## src/rtl/arb_mux_reg_pkg.sv

```systemverilog
// Shared definitions for the registered N:1 arbitrating selector.
package arb_mux_reg_pkg;

  localparam logic MODE_RR    = 1'b0;
  localparam logic MODE_FIXED = 1'b1;

  // Number of bits needed to encode n distinct values (n >= 2).
  function automatic int clog2(input int n);
    int r;
    r = 0;
    for (int k = 0; k < 32; k++) begin
      if ((1 << r) < n) r++;
    end
    return r;
  endfunction

endpackage

```

## src/rtl/arb_mux_reg_rr_arbiter.sv

```systemverilog
// Round-robin arbiter: rotate requests so the search starts just after the
// last winner, take the lowest set bit, then rotate the one-hot result back.
module arb_mux_reg_rr_arbiter
  import arb_mux_reg_pkg::*;
#(
  parameter int CHANNELS = 16,
  parameter int SEL_W    = clog2(CHANNELS)
) (
  input  logic [CHANNELS-1:0] req,
  input  logic [SEL_W-1:0]    ptr,
  input  logic                en,
  output logic [CHANNELS-1:0] grant,
  output logic [SEL_W-1:0]    idx
);

  logic [SEL_W-1:0]    start;
  logic [CHANNELS-1:0] rot;
  logic [CHANNELS-1:0] oh_rot;
  logic [SEL_W-1:0]    pick;
  logic                found;
  logic [SEL_W:0]      sum;

  // Rotate requests right so bit 0 is the channel after the previous winner.
  always_comb begin
    start = (ptr == SEL_W'(CHANNELS - 1)) ? '0 : ptr + 1'b1;
    rot   = CHANNELS'({req, req} >> start);
  end

  // Lowest-index pick in the rotated frame.
  always_comb begin
    found  = 1'b0;
    pick   = '0;
    oh_rot = '0;
    for (int j = 0; j < CHANNELS; j++) begin
      if (!found && rot[j]) begin
        found     = 1'b1;
        pick      = SEL_W'(j);
        oh_rot[j] = 1'b1;
      end
    end
  end

  // Rotate the winner back into channel numbering, both one-hot and encoded.
  always_comb begin
    sum = {1'b0, pick} + {1'b0, start};
    if (sum >= (SEL_W + 1)'(CHANNELS)) sum = sum - (SEL_W + 1)'(CHANNELS);
    idx   = sum[SEL_W-1:0];
    grant = (en && found) ? CHANNELS'(({oh_rot, oh_rot} << start) >> CHANNELS) : '0;
  end

endmodule

```

## src/rtl/arb_mux_reg.sv

```systemverilog
// Registered N:1 selector with valid/ready on every channel and on the output.
// Round-robin or fixed-select arbitration feeds a one-word output register.
module arb_mux_reg
  import arb_mux_reg_pkg::*;
#(
  parameter int WIDTH    = 16,
  parameter int CHANNELS = 16,
  parameter int SEL_W    = clog2(CHANNELS)
) (
  input  logic                      clk,
  input  logic                      rst_n,
  input  logic                      mode,
  input  logic [SEL_W-1:0]          sel,
  input  logic [CHANNELS*WIDTH-1:0] in_data,
  input  logic [CHANNELS-1:0]       in_valid,
  output logic [CHANNELS-1:0]       in_ready,
  output logic [WIDTH-1:0]          out_data,
  output logic [SEL_W-1:0]          out_sel,
  output logic                      out_valid,
  input  logic                      out_ready
);

  logic                load_en;
  logic                take;
  logic [SEL_W-1:0]    ptr;
  logic [CHANNELS-1:0] rr_grant;
  logic [SEL_W-1:0]    rr_idx;
  logic [CHANNELS-1:0] fixed_grant;
  logic [CHANNELS-1:0] grant;
  logic [SEL_W-1:0]    grant_idx;
  logic [WIDTH-1:0]    mux_data;

  // The output register can accept a word when empty or draining this cycle.
  assign load_en = ~out_valid | out_ready;

  arb_mux_reg_rr_arbiter #(
    .CHANNELS (CHANNELS),
    .SEL_W    (SEL_W)
  ) u_rr (
    .req   (in_valid),
    .ptr   (ptr),
    .en    (mode == MODE_RR),
    .grant (rr_grant),
    .idx   (rr_idx)
  );

  // Fixed mode grants only the selected channel; out-of-range sel grants none.
  always_comb begin
    fixed_grant = '0;
    for (int i = 0; i < CHANNELS; i++) begin
      fixed_grant[i] = (sel == SEL_W'(i)) & in_valid[i];
    end
  end

  // Pick the active grant source for this cycle.
  always_comb begin
    grant     = (mode == MODE_FIXED) ? fixed_grant : rr_grant;
    grant_idx = (mode == MODE_FIXED) ? sel : rr_idx;
  end

  // Ready is withheld during reset and while the held word is backpressured.
  assign in_ready = grant & {CHANNELS{load_en & rst_n}};
  assign take     = |in_ready;

  // AND-OR data mux driven by the one-hot grant.
  always_comb begin
    mux_data = '0;
    for (int i = 0; i < CHANNELS; i++) begin
      mux_data = mux_data | (in_data[i*WIDTH +: WIDTH] & {WIDTH{grant[i]}});
    end
  end

  // Output register and round-robin pointer: load on transfer, clear on drain.
  always_ff @(posedge clk or negedge rst_n) begin
    if (!rst_n) begin
      out_valid <= 1'b0;
      out_data  <= '0;
      out_sel   <= '0;
      ptr       <= SEL_W'(CHANNELS - 1);
    end else if (take) begin
      out_valid <= 1'b1;
      out_data  <= mux_data;
      out_sel   <= grant_idx;
      ptr       <= grant_idx;
    end else if (out_ready) begin
      out_valid <= 1'b0;
    end
  end

endmodule

```

## config.mk

```make
export PLATFORM = sky130hd
export DESIGN_NAME = arb_mux_reg
export DESIGN_NICKNAME = d
export VERILOG_FILES = /design/src/rtl/arb_mux_reg_pkg.sv /design/src/rtl/arb_mux_reg_rr_arbiter.sv /design/src/rtl/arb_mux_reg.sv
export SDC_FILE = /design/constraint.sdc
export NUM_CORES = 1
export LEC_CHECK = 0
export CORE_ASPECT_RATIO = 1.25
export CORE_MARGIN = 2
export CORE_UTILIZATION = 41
export DETAILED_ROUTE_END_ITERATION = 12
export GPL_TIMING_DRIVEN = 1
export PLACE_DENSITY = 0.88
export SYNTH_ARGS = -nofsm -noshare
export SYNTH_HDL_FRONTEND = slang
export SYNTH_HIERARCHICAL = 1
export SYNTH_SLANG_ARGS = --single-unit
```

## constraint.sdc

```tcl
create_clock -name clk -period 7.7 [get_ports clk]
set_clock_uncertainty 0.05 [all_clocks]
set_input_delay 1.54 -clock clk [delete_from_list [all_inputs] [get_ports clk]]
set_output_delay 1.54 -clock clk [all_outputs]
set_load 0.02 [all_outputs]
```

==> results <==
## cells in the mapped netlist (all sizes together) (22+ instances only)
library cell	n
a22oi	74
a221oi	28
clkbuf	45
nand2	29
buf	30
nor3	22
a22o	33
nor2	41
o21ai	51
mux2	50
inv	23
nor2b	22
## per-stage QoR
step / utilization, % / power [W]
6_report: 67.8 / 0.00542
5_1_grt: 67.8 / 0.00561
4_1_cts: 67.4 / 0.00515
3_5_place_dp: 66.8 / 0.00501
3_3_place_gp: 66.8 / 0.00501
2_1_floorplan: - / 0.00338
## state kept, by name, summed over array words and instances, names as in the netlist
register / flops
out_valid: 1
out_data: 16
ptr: 4
out_sel: 4
## cell families (layout without fill, tap and decap cells)
group | count (synthesis) | in the layout | synth area share (%)
other cells | 0 | 3 | 0
simple gates | 207 | 207 | 20.2
fa+ha+maj | 5 | 5 | 1.19
xor+xnor | 4 | 4 | 0.596
compound gates | 324 | 324 | 43.9
flops | 25 | 25 | 10.7
buf+inv | 99 | 400 | 7.92
mux | 70 | 70 | 15.5
## final cells by class
type	instances	area (sq um)	share of cell area, %
well taps	175	219	2.32
diodes	3	7.51	0.0795
multi-input cells	610	4830	51.2
flip-flops and latches	25	631	6.68
clock buffers	3	75.1	0.795
inverters	24	90.1	0.954
clock inverters	1	7.51	0.0795
repair buffers	372	3580	37.9
## layer usage
layer	global-route usage [%]	vias up
li1	-	3627
met1	57.6	4095
met2	74.0	831
met3	12.3	145
met4	18.8	2
met5	0	-
## report_power, final
part	switching, W	internal [W]
logic	0.00293	0.00204
clock network	0.0000511	0.0000707
registers	0.000105	0.000220
## worst max-delay path by stage
stage / endpoint / slack [ns] / cells after the start
CTS: in_ready[2] / 0.12 / 15
finish: in_ready[8] / 0.11 / 15
detailed placement: in_ready[2] / 0.13 / 15
global route: in_ready[2] / -0.004 / 15
global placement: in_ready[10] / 0.15 / 15
floorplan: in_ready[5] / 1.14 / 15
## critical path, cell delays in order
cell and delay (ns):
clkdlybuf4s50_1 0.73, o21ai_0 0.15, o311a_1 0.16, o21ai_1 0.57, mux2i_1 0.20, a21oi_1 0.27
buf_4 0.18, mux2i_1 0.37, nor3b_1 0.30, o2bb2ai_2 0.14, nor2_1 0.07, o31ai_1 0.23
a32o_1 0.24, nor2b_1 0.18, clkdlybuf4s50_1 0.64
==> summary.md <==
| Metric | Value |
|---|---|
| Nets | `about 1300` |
| Die height | `between 100 and 150 microns` |
| Die ar. | `approximately 15000 sq um` |
| Most used DFF post-synth | `dfrtp_1` |
| Syn Area/Cell | `approximately 8.0 sq um` |
| Synthesized area | `5880 sq um` |
| Layout cell share with drive strength beyond 1 | `~14%` |
| Post-synth top area cell | `a22oi_1` |
| Hold endpoint | `out_sel[3]` |
| Latest clock arrival within the worst-skew pair | `approximately 0.27 ns` |
| Post_cts resized | `0` |
| P&R area growth vs syn | `60.7%` |
| CP startpoint kind | `primary input` |
| Post-synth ARST share | `100%` |
| Gr usage total | `between 40% and 50%` |
| Vias/cell | `~7.2` |
| TritonCTS clock tree | `done` |
| Final instance area | `9450 sq um` |
| CP endpoint kind | `primary output` |
| Layout Cells excl Fill | `approximately 1200` |
| Clk root buf | `clkbuf_16` |
| DPL Wire Length | `around 30 mm` |
| Initial antenna violation count | `4` |
| Reg2reg end | `out_sel[1]` |
| WHS | `0.465 ns` |
| Drt total wl | `about 37 mm` |
| WP data required | `around 6 ns` |
| Crit Path Category | `in2out` |
| Placed instance count | `1206` |
| Max_slew headroom | `roughly a quarter` |
| Commonest cells after routing, fill and taps aside | `clkdlybuf4s50_1, a22oi_1, buf_4` |
| FP Rows | `48` |
| Min-Delay Path Depth | `1` |
| Global-route wire length before repair | `52.5 mm` |
| Crit Path Max Fanout | `6` |
| Final slew viol count | `0` |
| Worst EP arrival | `6.00 ns` |
| Yosys top cell area share | `about a tenth` |
| Grt total ovfl | `0` |
| Maximum clock frequency | `between 100 and 150 MHz` |
| CP startpoint | `in_valid[15]` |
| Yosys cell types | `86` |
| PwrDens | `574 nW/um^2` |
| Slew @ Worst Pin | `about 1.1 ns` |
| Setup Fix Bufs, Post-CTS | `0` |
| DR pass1 iterations | `6` |
| RR Startpoint | `ptr[0]` |
| Min Tclk post-route | `roughly 7.6 ns` |
| Commonest non-fill, non-tap cell in the layout | `clkdlybuf4s50_1` |
| Post-DP Area | `roughly 9300 sq um` |
| DR top layer | `met5` |
| Vias in the first global route | `roughly 7900` |
| RSZ-0062 raised after global routing | `yes` |
| Hold wc startpoint | `out_sel[3]` |
| Register area share after synthesis | `a little over a tenth` |
| DRC Markers | `0` |
| VDD IR max | `503 uV` |
| Die width | `approximately 110 microns` |
| HP Class | `reg2reg` |
| Met2 wire len | `between 15 and 20 mm` |
| Clock sink count | `25` |
| Tcrit/Tclk final | `between 90% and 100%` |
| Max-cap violation count | `0` |
| WL met3 | `~5.4 mm` |
| Max Root-Sink Buffers | `2` |
| Number of fill cells | `~1100` |
| Post-synth EDFFs | `0` |
| Synth area leaders | `a22oi_1, dfrtp_1, mux2_4` |
| Leakage | `around 3.4 nW` |
| Net Count, Synth | `around 1000` |
| Final Hold Fails | `0` |
| Initial DRC count | `around 1300` |
| CTS Hold Bufs | `0` |
| YS warnings | `6` |
| # IOs | `between 300 and 400` |
| Status | `complete, no violations` |
| Pre-CTS setup slack | `approximately 0.13 ns` |
| WL/cell | `around 30 microns` |
| Placeable Area | `about 14000 sq um` |
| Reg2reg setup slack | `1.39 ns` |
| R2R depth | `18` |
| H-tree Lvls | `1` |
| Post-Syn Instances | `734` |
| Routed Antenna Nets | `0` |
| Met1 WL | `between 10 and 15 mm` |
| Post-route setup TNS | `0 ns` |
| Final setup violation count | `0` |
| TritonCTS Buffers | `3` |
| Reg clk slew, reported paths | `approximately 0.07 ns` |
| Initial Utilization | `42.2%` |
| Yosys reg bits | `25` |
| Via Count | `8700` |
| Final GP Congestion | `1.15` |
| Crit path setup slack, layout | `around 0.11 ns` |
| Buffers on Ports | `roughly 320` |
| Largest net degree at the start of global routing | `38` |
No activity file was read; power rests on OpenSTA's default activity.
